**src/rtl/pwm_peripheral_if.sv**
```systemverilog
// Register-side and pin-side signals of the PWM peripheral, bundled for port connection.
// The master drives the SPI-written control registers; the slave is the PWM block driving the pins.
interface pwm_peripheral_if;
  logic [7:0]  en_reg_out_7_0;
  logic [7:0]  en_reg_out_15_8;
  logic [7:0]  en_reg_pwm_7_0;
  logic [7:0]  en_reg_pwm_15_8;
  logic [7:0]  pwm_duty_cycle;
  logic [15:0] out;
  logic        pwm_period_start;

  modport master (
    output en_reg_out_7_0, en_reg_out_15_8, en_reg_pwm_7_0, en_reg_pwm_15_8, pwm_duty_cycle,
    input  out, pwm_period_start
  );

  modport slave (
    input  en_reg_out_7_0, en_reg_out_15_8, en_reg_pwm_7_0, en_reg_pwm_15_8, pwm_duty_cycle,
    output out, pwm_period_start
  );
endinterface

```
**src/rtl/pwm_peripheral.sv**
```systemverilog
// PWM output stage: prescaled 8-bit counter, one shared waveform, per-pin off/static-high/PWM select.
// Define PWM_SHADOW_EN to double-buffer the duty cycle so it only changes at period boundaries.
module pwm_peripheral #(
  parameter int CLK_DIV = 13
) (
  input  logic            clk,
  input  logic            rst_n,
  pwm_peripheral_if.slave bus
);
  localparam int PW = (CLK_DIV > 1) ? $clog2(CLK_DIV) : 1;

  logic [PW-1:0] prescale_count;
  logic          step;
  logic [7:0]    pwm_counter;
  logic          wrap;
  logic [7:0]    active_duty;
  logic          pwm_level;
  logic [15:0]   en_out;
  logic [15:0]   en_pwm;

  assign step   = (prescale_count == PW'(CLK_DIV - 1));
  assign wrap   = step && (pwm_counter == 8'hFF);
  assign en_out = {bus.en_reg_out_15_8, bus.en_reg_out_7_0};
  assign en_pwm = {bus.en_reg_pwm_15_8, bus.en_reg_pwm_7_0};

  always_ff @(posedge clk or negedge rst_n) begin
    if (!rst_n) begin
      prescale_count <= '0;
    end else if (step) begin
      prescale_count <= '0;
    end else begin
      prescale_count <= prescale_count + 1'b1;
    end
  end

  always_ff @(posedge clk or negedge rst_n) begin
    if (!rst_n) begin
      pwm_counter      <= 8'h00;
      bus.pwm_period_start <= 1'b0;
    end else begin
      if (step) begin
        pwm_counter <= pwm_counter + 8'h01;
      end
      bus.pwm_period_start <= wrap;
    end
  end

`ifdef PWM_SHADOW_EN
  // Loaded on the wrapping strobe so the new duty is in place on the first cycle of the next period.
  logic [7:0] duty_shadow;

  always_ff @(posedge clk or negedge rst_n) begin
    if (!rst_n) begin
      duty_shadow <= 8'h00;
    end else if (wrap) begin
      duty_shadow <= bus.pwm_duty_cycle;
    end
  end

  assign active_duty = duty_shadow;
`else
  assign active_duty = bus.pwm_duty_cycle;
`endif

  // 0xFF is treated as full-on so the output does not drop for one step at counter 255.
  always_comb begin
    pwm_level = 1'b0;
    if (active_duty == 8'hFF) begin
      pwm_level = 1'b1;
    end else begin
      pwm_level = (pwm_counter < active_duty);
    end
  end

  always_ff @(posedge clk or negedge rst_n) begin
    if (!rst_n) begin
      bus.out <= 16'h0000;
    end else begin
      bus.out <= en_out & (~en_pwm | {16{pwm_level}});
    end
  end
endmodule

```
**src/flat_wrapper.sv**
```systemverilog
// flat-port wrapper written by rule: the top's interface ports become plain ports
module pwm_peripheral_flat 
#(
  parameter int CLK_DIV = 13
)
  (clk, rst_n, bus_en_reg_out_7_0, bus_en_reg_out_15_8, bus_en_reg_pwm_7_0, bus_en_reg_pwm_15_8, bus_pwm_duty_cycle, bus_out, bus_pwm_period_start);
  pwm_peripheral_if bus_i ();
  input  logic clk;
  input  logic rst_n;
  input wire logic [$bits(bus_i.en_reg_out_7_0)-1:0] bus_en_reg_out_7_0;
  input wire logic [$bits(bus_i.en_reg_out_15_8)-1:0] bus_en_reg_out_15_8;
  input wire logic [$bits(bus_i.en_reg_pwm_7_0)-1:0] bus_en_reg_pwm_7_0;
  input wire logic [$bits(bus_i.en_reg_pwm_15_8)-1:0] bus_en_reg_pwm_15_8;
  input wire logic [$bits(bus_i.pwm_duty_cycle)-1:0] bus_pwm_duty_cycle;
  output wire logic [$bits(bus_i.out)-1:0] bus_out;
  output wire logic [$bits(bus_i.pwm_period_start)-1:0] bus_pwm_period_start;
  assign bus_i.en_reg_out_7_0 = bus_en_reg_out_7_0;
  assign bus_i.en_reg_out_15_8 = bus_en_reg_out_15_8;
  assign bus_i.en_reg_pwm_7_0 = bus_en_reg_pwm_7_0;
  assign bus_i.en_reg_pwm_15_8 = bus_en_reg_pwm_15_8;
  assign bus_i.pwm_duty_cycle = bus_pwm_duty_cycle;
  assign bus_out = bus_i.out;
  assign bus_pwm_period_start = bus_i.pwm_period_start;
  pwm_peripheral #(.CLK_DIV(CLK_DIV)) u_core (.clk(clk), .rst_n(rst_n), .bus(bus_i));
endmodule
```
**config.mk**
```make
export PLATFORM = sky130hd
export DESIGN_NAME = pwm_peripheral_flat
export DESIGN_NICKNAME = d
export VERILOG_FILES = /design/src/rtl/pwm_peripheral_if.sv /design/src/rtl/pwm_peripheral.sv /design/src/flat_wrapper.sv
export SDC_FILE = /design/constraint.sdc
export NUM_CORES = 1
export LEC_CHECK = 0
export BUFFER_PORTS_ARGS = -buffer_cell sky130_fd_sc_hd__clkbuf_2
export CORE_UTILIZATION = 40
export DETAILED_ROUTE_END_ITERATION = 12
export PLACE_DENSITY = 0.71
export SYNTH_ARGS = -nofsm -noshare
export SYNTH_HDL_FRONTEND = slang
export SYNTH_SLANG_ARGS = --single-unit
```
**constraint.sdc**
```tcl
create_clock -name clk -period 1.74 [get_ports clk]
set_input_delay 0.174 -clock clk [delete_from_list [all_inputs] [get_ports clk]]
set_output_delay 0.174 -clock clk [all_outputs]
set_load 0.03 [all_outputs]
```
==> metrics.md, run 1 <==
| Metric | Value |
|---|---|
| Worst IR drop on VDD | 0.000446 V |
| Cell types with the largest area share after synthesis | dfrtp_1 53%, ha_1 9.2%, a21boi_2 8.3% |
| Final WL | 3370 um |
| Starting density of the core | 0.435 |
| X dimension of the die | 60.3 um |
| Fraction of the yosys area taken by sequential cells | 0.534 |
| Number of inserted diodes | 0 |
| F_max | 0.599 GHz |
| Final period demand of the worst path | 1.67 ns |
| Worst-case register-to-register setup slack | 0.07 ns |
| Library cell used as clock root buffer | clkbuf_4 |
| Final count of hold timing violations | 0 |
| Setup TNS | 0 ns |
| Detailed placer's ending HPWL | 2250 um |
| Largest net degree at the start of global routing | 30 |
| Initial DRT Pass Iterations | 4 |
| Max Root-Sink Buffers | 2 |
| Gr usage total | 0.211 |
| Number of warnings printed during yosys synthesis | 0 |
| Transition time at the pin with the least slew margin | 0.683 ns |
| Core Util, Final | 0.648 |
| Clock tree from TritonCTS | done |
| Delay of the slowest critical-path stage | 0.43 ns |
| Drt wl/cell | 14.3 um |
| Share of layout cells above drive strength 1 | 0.524 |
| Die outline area | 3640 um^2 |
| Number of port buffers | 58 |
| Height of the chip | 60.3 um |
| Via count of the first global-routing pass | 1265 |
| Final Net Count | 242 |
| Final setup skew | 0.0122 ns |
| Setup repair after global routing missed its margin | yes |
| Cell depth of the worst min-delay path | 2 |
| Adder and majority cell fraction of the synthesized area | 0.0920 |
| Post-route standard cell area excluding fillers | 2030 um^2 |
| Max-slew violation count | 0 |
| Number of failing setup endpoints in the final timing report | 0 |
| Vias | 1117 |
| Normalized max-slew margin | 0.544 |
| Endpoint class of the critical path | flop |
| Worst Min Path Start | bus_en_reg_pwm_15_8[0] |
| H-tree Lvls | 2 |
| Mux share of post-synthesis cell area | 0.00828 |
| Cell Area, Synth | 1360 um^2 |
| Leakage dissipation | 1.03 nW |
| Run status | finished, final reports clean |
| Number of buffers added by the clock tree synthesis step | 5 |
| Synthesized-area fraction occupied by ao, oa, aoi and oai cells | 0.196 |
| Required @ worst endpoint | 1.95 ns |
| Clock-pin transition on the worst setup and hold timing paths | 0.10 ns |
| Synth unique cells | 27 |
| Final Total Pwr | 0.00136 W |
| Violation count after the first detailed-route iteration | 29 |
| Number of nets in the synthesized netlist | 157 |
| Largest fanout on the critical path | 8 |
| Clock latency on the worst-skew pair | 0.33 ns |
| Biggest area consumer among synthesized cells | dfrtp_1 |
| Hold path endpoint | u_core.bus.out[8] |
| Critical path startpoint category | flop |
| Dominant combinational cell family by area after synthesis | compound AO/OA/AOI/OAI gates |
| Global-route wire length before repair | 5310 um |
| Number of primary I/O pins | 59 |
| Reg2reg path depth | 6 |
| Area growth from synthesis to final layout | 49.0% |
| Top-area cell type share of the netlist area | 0.534 |
| XOR/XNOR Fraction of Synth Area | 0.0515 |
| Initial antenna violation count | 0 |
| Per-instance average area after synthesis | 13.0 um^2 |
| Flip-flop and latch count after synthesis | 29 |
| Max Cap Viol | 0 |
| Detail-routed via count per cell | 4.75 |
| Total cell area at the placement stage | 1740 um^2 |
| Total DRC errors in the routed layout | 0 |
| Chain of cells forming the critical path | ha_4 -> and4_1 -> o21ai_2 -> o32ai_4 -> buf_6 -> a21boi_2 |
| Ratio of total power to cell area | 672 nW/um^2 |
| Reg-to-reg endpoint | u_core.bus.out[10] |
| Count of mapped cells out of synthesis | 105 |
| Final critical-path share of the clock period | 0.960 |
| Startpoint-to-endpoint class of the critical path | reg -> reg |
| Final Wtd Congestion | 0.748 |
| Origin of the critical flop-to-flop path | u_core.pwm_counter[6] |
| Cell Rows | 20 |
| Post-route antenna net violation count | 0 |
| Cell with the biggest individual delay on the critical path | dfrtp_1 |
| Arr. time, crit path | 1.88 ns |
| Core Footprint | 3130 um^2 |
| Sinks on the clock net | 29 |
| Total congestion overflow | 0 |
| Simple-gate share of the synthesized area | 0.0791 |
| Classification of the worst-slack hold path | in -> reg |
==> power breakdown <==
| group | switching [W] | total [W] | leakage, nW | internal (W) |
|---|---|---|---|---|
| registers | 0.00000558 | 0.000698 | 0.348 | 0.000692 |
| logic | 0.000105 | 0.000198 | 0.638 | 0.0000928 |
| clock network | 0.000232 | 0.000466 | 0.0413 | 0.000234 |
| total | 0.000342 | 0.00136 | 1.03 | 0.00102 |
==> flip-flops by register name, summed over array words and instances, names as in the netlist <==
| signal | flops |
|---|---|
| u_core.bus.pwm_period_start | 1 |
| u_core.prescale_count | 4 |
| u_core.bus.out | 16 |
| u_core.pwm_counter | 8 |
==> cells by family after synthesis <==
group	Yosys count
flip-flops	29
AO/OA/AOI/OAI	26
AND/OR/NAND/NOR	19
buffers and inverters	12
adder cells (fa/ha/maj)	10
XOR/XNOR	8
multiplexers	1
==> timing repair <==
item | in CTS | in global routing
cloned | 1 | 0
setup buffers | 5 | 1
pin swaps | 2 | 9
hold buffers | 8 | 4
setup endpoints to repair | 6 | 19
gates resized for setup | 7 | 11
endpoints found under the hold margin | 36 | 4
==> worst max path at each step <==
| stage | from | endpoint | slack (ns) |
|---|---|---|---|
| after floorplan | u_core.pwm_counter[6] | u_core.bus.out[10] | 0.07 |
| after global placement | u_core.pwm_counter[7] | u_core.bus.out[2] | 0.07 |
| after detailed placement | u_core.pwm_counter[6] | u_core.bus.out[2] | -0.03 |
| after CTS | u_core.pwm_counter[5] | u_core.bus.out[4] | -0.0006 |
| after global routing | u_core.pwm_counter[6] | u_core.bus.out[15] | -0.004 |
| final | u_core.pwm_counter[6] | u_core.bus.out[10] | 0.07 |
==> cells in the final DEF, fill, tap and decap left out, types with 4 or more instances in the layout <==
cell type,netlist,final
nor2_1,6,5
a21boi_1,0,5
ha_1,10,6
xnor2_1,5,5
inv_1,10,10
clkbuf_2,0,58
buf_4,0,8
a21boi_2,10,11
clkbuf_4,0,5
ha_4,0,4
dlygate4sd3_1,0,12
dfrtp_1,29,29
==> critical path, delay by kind of cell, from the launching register on <==
kind	cells	cell delay [ns]
adder cells (fa/ha/maj)	1	0.28
AND/OR/NAND/NOR	1	0.20
AO/OA/AOI/OAI	3	0.44
buffers and inverters	1	0.20
flip-flops	1	0.43
==> synthesized netlist by cell type (all sizes together) <==
cell type	n
buf	2
a21boi	16
a21o	1
o32ai	1
nand2	3
a2111oi	1
o21a	1
nor2	6
nand3	2
and3	2
a21oi	2
mux2	1
nand4	3
inv	10
a41o	1
ha	10
o21ai	2
dfrtp	29
nand2b	1
xor2	3
xnor2	5
o41ai	1
and4	2
==> through the flow <==
step	cells	setup WS (ns)	hold slack, ns
2_1_floorplan	105	0.0689	-0.122
3_3_place_gp	210	0.0685	0.237
3_5_place_dp	210	-0.0300	0.255
4_1_cts	232	-0.000649	0.000255
5_1_grt	235	-0.00445	0.0100
6_report	235	0.0696	0.0184
==> layout make-up <==
type	instances	area (um^2)
Fill cell	240	1100
Sequential cell	29	726
Multi-Input combinational cell	64	646
Timing Repair Buffer	80	493
Clock buffer	7	65.1
Tap cell	44	55.1
Inverter	10	37.5
Clock inverter	1	5.00
==> metal layers <==
layer  vias to the layer above  wire length, um  track usage
li1                        535                -            -
met1                       522             1230        0.224
met2                        51             1850        0.370
met3                         9              194       0.0411
met4                         0               94        0.150
met5                         -                0            0
(Power assumes the default switching activity.)
==> inputs of run 2 (changes only) <==
--- a/config.mk
+++ b/config.mk
@@ -6,6 +6,7 @@
 export NUM_CORES = 1
 export LEC_CHECK = 0
 export BUFFER_PORTS_ARGS = -buffer_cell sky130_fd_sc_hd__clkbuf_2
+export CORE_ASPECT_RATIO = 0.6
 export CORE_UTILIZATION = 40
 export DETAILED_ROUTE_END_ITERATION = 12
 export PLACE_DENSITY = 0.71
==> run 2 against run 1 <==
Critical path depth stayed put; combinational power is 11% lower; first-iteration DRC count is 38% higher; largest cell class unchanged; sequential power hardly changed; clock skew is 0.0091 ns lower; count of clock-buffer cells in the layout is 1 lower; hold slack better by 0.046 ns; setup slack worse by 0.043 ns; final cell count is 5.1% lower; utilization is 0.64 points lower; cell area is 3.8% lower; non-clock buffer count is 10 lower.
==> metrics.md, run 2 (synthesis results as in run 1) <==
| Metric | Value |
|---|---|
| Startpoint-to-endpoint class of the critical path | reg -> reg |
| Final Net Count | 232 (-4.1%) |
| Largest fanout on the critical path | 8 (unchanged) |
| Classification of the worst-slack hold path | in -> reg |
| Origin of the critical flop-to-flop path | u_core.pwm_counter[5] |
| Final WL | 3020 um (-10%) |
| Sinks on the clock net | 29 (unchanged) |
| Reg2reg path depth | 6 (unchanged) |
| Area growth from synthesis to final layout | 43.4% |
| Detailed placer's ending HPWL | 2380 um (+5.6%) |
| Violation count after the first detailed-route iteration | 40 (+38%) |
| Filler Cell Count | 250 (+4.2%) |
| Total congestion overflow | 0 (unchanged) |
| Cell Rows | 15 (-25%) |
| Multi-input gate area | 628 um^2 (-2.7%) |
| Detail-routed via count per cell | 4.66 (-1.9%) |
| Final Wtd Congestion | 0.804 (+7.5%) |
| Endpoint class of the critical path | flop |
| Final setup skew | 0.00319 ns (-0.00906 ns) |
| Transition time at the pin with the least slew margin | 0.699 ns (+0.0158 ns) |
| Global-route wire length before repair | 4530 um (-15%) |
| F_max | 0.584 GHz (-2.5%) |
| Timing endpoint of the critical path | u_core.bus.out[5] |
| Post-route antenna net violation count | 0 (unchanged) |
| H-tree Lvls | 2 (unchanged) |
| Highest-count cells in the layout ignoring fill and taps | 58 x clkbuf_2, 29 x dfrtp_1, 10 x inv_1, 10 x a21boi_2, 8 x buf_4 |
| Number of port buffers | 58 (unchanged) |
| Number of primary I/O pins | 59 (unchanged) |
| Via count of the first global-routing pass | 1041 (-18%) |
| Worst slack at placement | -0.0413 ns (-0.0113 ns) |
| Max Cap Viol | 0 (unchanged) |
| Largest net degree at the start of global routing | 30 (unchanged) |
| Clock-pin transition on the worst setup and hold timing paths | 0.06 ns (-0.04 ns) |
| Setup repair after global routing missed its margin | yes |
| Final count of hold timing violations | 0 (unchanged) |
| Proportion of power drawn by flip-flops and latches | 0.503 (-0.010) |
| Net switching power | 0.000344 W (+0.50%) |
| Initial DRT Pass Iterations | 3 (-1) |
| Final period demand of the worst path | 1.71 ns (+0.0425 ns) |
| Vias | 1040 (-6.9%) |
| Core Util, Final | 0.642 (-0.00644) |
| Share of layout cells above drive strength 1 | 0.536 (+0.0124) |
| X dimension of the die | 77.3 um (+28%) |
| Critical path startpoint category | flop |
| Normalized max-slew margin | 0.534 (-0.0105) |
| Number of failing setup endpoints in the final timing report | 0 (unchanged) |
| Number of buffers added by the clock tree synthesis step | 5 (unchanged) |
| Final Worst Setup Slack | 0.0270 ns (-0.0425 ns) |
| Run status | finished, final reports clean |
| Reg-to-reg endpoint | u_core.bus.out[5] |
| Ratio of total power to cell area | 713 nW/um^2 (+6.2%) |
| Launching instance or port of the critical path | u_core.pwm_counter[5] |
| Drt wl/cell | 13.5 um (-5.6%) |
| Initial antenna violation count | 0 (unchanged) |
| Arr. time, crit path | 1.92 ns (+0.04 ns) |
| Flip-flop count of the largest register after layout | 16 (unchanged) |
| Largest register by flop count | u_core.bus.out |
| Die outline area | 3640 um^2 (+0.21%) |
| Core Footprint | 3040 um^2 (-2.8%) |
| Total DRC errors in the routed layout | 0 (unchanged) |
| Leakage dissipation | 1.00 nW (-2.4%) |
| FF+latch area | 726 um^2 (unchanged) |
| Clock network fraction of total power | 0.371 (+0.029) |
| Starting density of the core | 0.447 (+0.0125) |
| Worst-case register-to-register setup slack | 0.03 ns (-0.04 ns) |
| Internal portion of total power | 0.00105 W (+2.7%) |
| Number of inserted diodes | 0 (unchanged) |
| Final critical-path share of the clock period | 0.984 (+0.0245) |
| Proportion of total power due to net switching | 0.247 (-0.00411) |
| Combinational fraction of design power | 0.126 (-0.019) |
| Clock latency on the worst-skew pair | 0.27 ns (-0.06 ns) |
| Most common library cell in the layout ignoring fill and taps | clkbuf_2 |
| Max-slew violation count | 0 (unchanged) |
| Library cell used as clock root buffer | clkbuf_8 |
| Worst IR drop on VDD | 0.000378 V (-15%) |
| Registers with the most flip-flops | u_core.bus.out (16), u_core.pwm_counter (8), u_core.prescale_count (4) |
| Gr usage total | 0.176 (-0.0347) |
| Required @ worst endpoint | 1.94 ns (about the same) |
| Clock tree from TritonCTS | done |
| Max Root-Sink Buffers | 2 (unchanged) |
| Height of the chip | 47.2 um (-22%) |
## run 2: changes by cell type in the layout (fill, tap and decap cells not counted), sizes merged
cell / change
bufbuf: +1
clkbuf: -1
clkinv: +1
dlygate4sd3: -11
## run 2: worst min path at each step
| stage | endpoint | slack [ns] | cells past startpoint | from |
|---|---|---|---|---|
| final | u_core.bus.out[10] | 0.06 | 2 | bus_en_reg_pwm_15_8[2] |
| after global routing | u_core.bus.out[5] | 0.05 | 2 | bus_en_reg_pwm_7_0[5] |
| after CTS | u_core.bus.out[10] | 0.06 | 2 | bus_en_reg_pwm_15_8[2] |
| after detailed placement | u_core.bus.out[4] | 0.26 | 1 | rst_n |
| after global placement | u_core.bus.pwm_period_start | 0.24 | 1 | rst_n |
| after floorplan | u_core.bus.out[0] | -0.12 | 0 | rst_n |
## run 2: timing repair
action	in CTS	in global routing
gates cloned	1	0
pin swaps	2	2
hold buffers	1	0
endpoints found under the hold margin	29	0
buffers inserted	4	0
setup endpoints to repair	6	16
resized for setup	10	2
## run 2: routing by layer
layer	share of wire	track usage	up-vias	routed length [um]
li1	-	-	516	-
met1	0.45	0.210	496	1350
met2	0.50	0.301	24	1510
met3	0.048	0.0621	4	144
met4	0.0076	0.0792	0	23
met5	0	0	-	0
## run 2: power groups by stage
stage / sequential [W] / combinational (W) / clock, W
final: 0.000699 / 0.000176 / 0.000516
after global routing: 0.000700 / 0.000192 / 0.000568
after CTS: 0.000699 / 0.000178 / 0.000535
after detailed placement: 0.000712 / 0.000167 / 0
after global placement: 0.000711 / 0.000162 / 0
after floorplan: 0.000752 / 0.0000366 / 0
## run 2: critical path: stages, from the launching register on
cell,delay (ns)
dfrtp_1,0.39
ha_1,0.29
a41o_1,0.25
a21oi_2,0.16
o32ai_4,0.12
bufbuf_16,0.29
a21boi_2,0.13
## run 2: layout make-up
class,instances,share of cell area
clock buffer,6,0.0372
timing repair buffer,70,0.217
multi-input combinational,64,0.322
inverter,10,0.0192
clock inverter,2,0.00513
sequential,29,0.372
tap,42,0.0269
## run 2: stage by stage
step	total power [W]	instance area, um^2	instances	hold WS [ns]	setup TNS [ns]
after detailed placement	0.000878	1740	209	0.259	-0.113
after floorplan	0.000789	1360	105	-0.122	0
after global routing	0.00146	1950	223	0.0508	-0.279
final	0.00139	1950	223	0.0644	0
after CTS	0.00141	1940	223	0.0559	-0.0521
after global placement	0.000873	1740	209	0.237	0
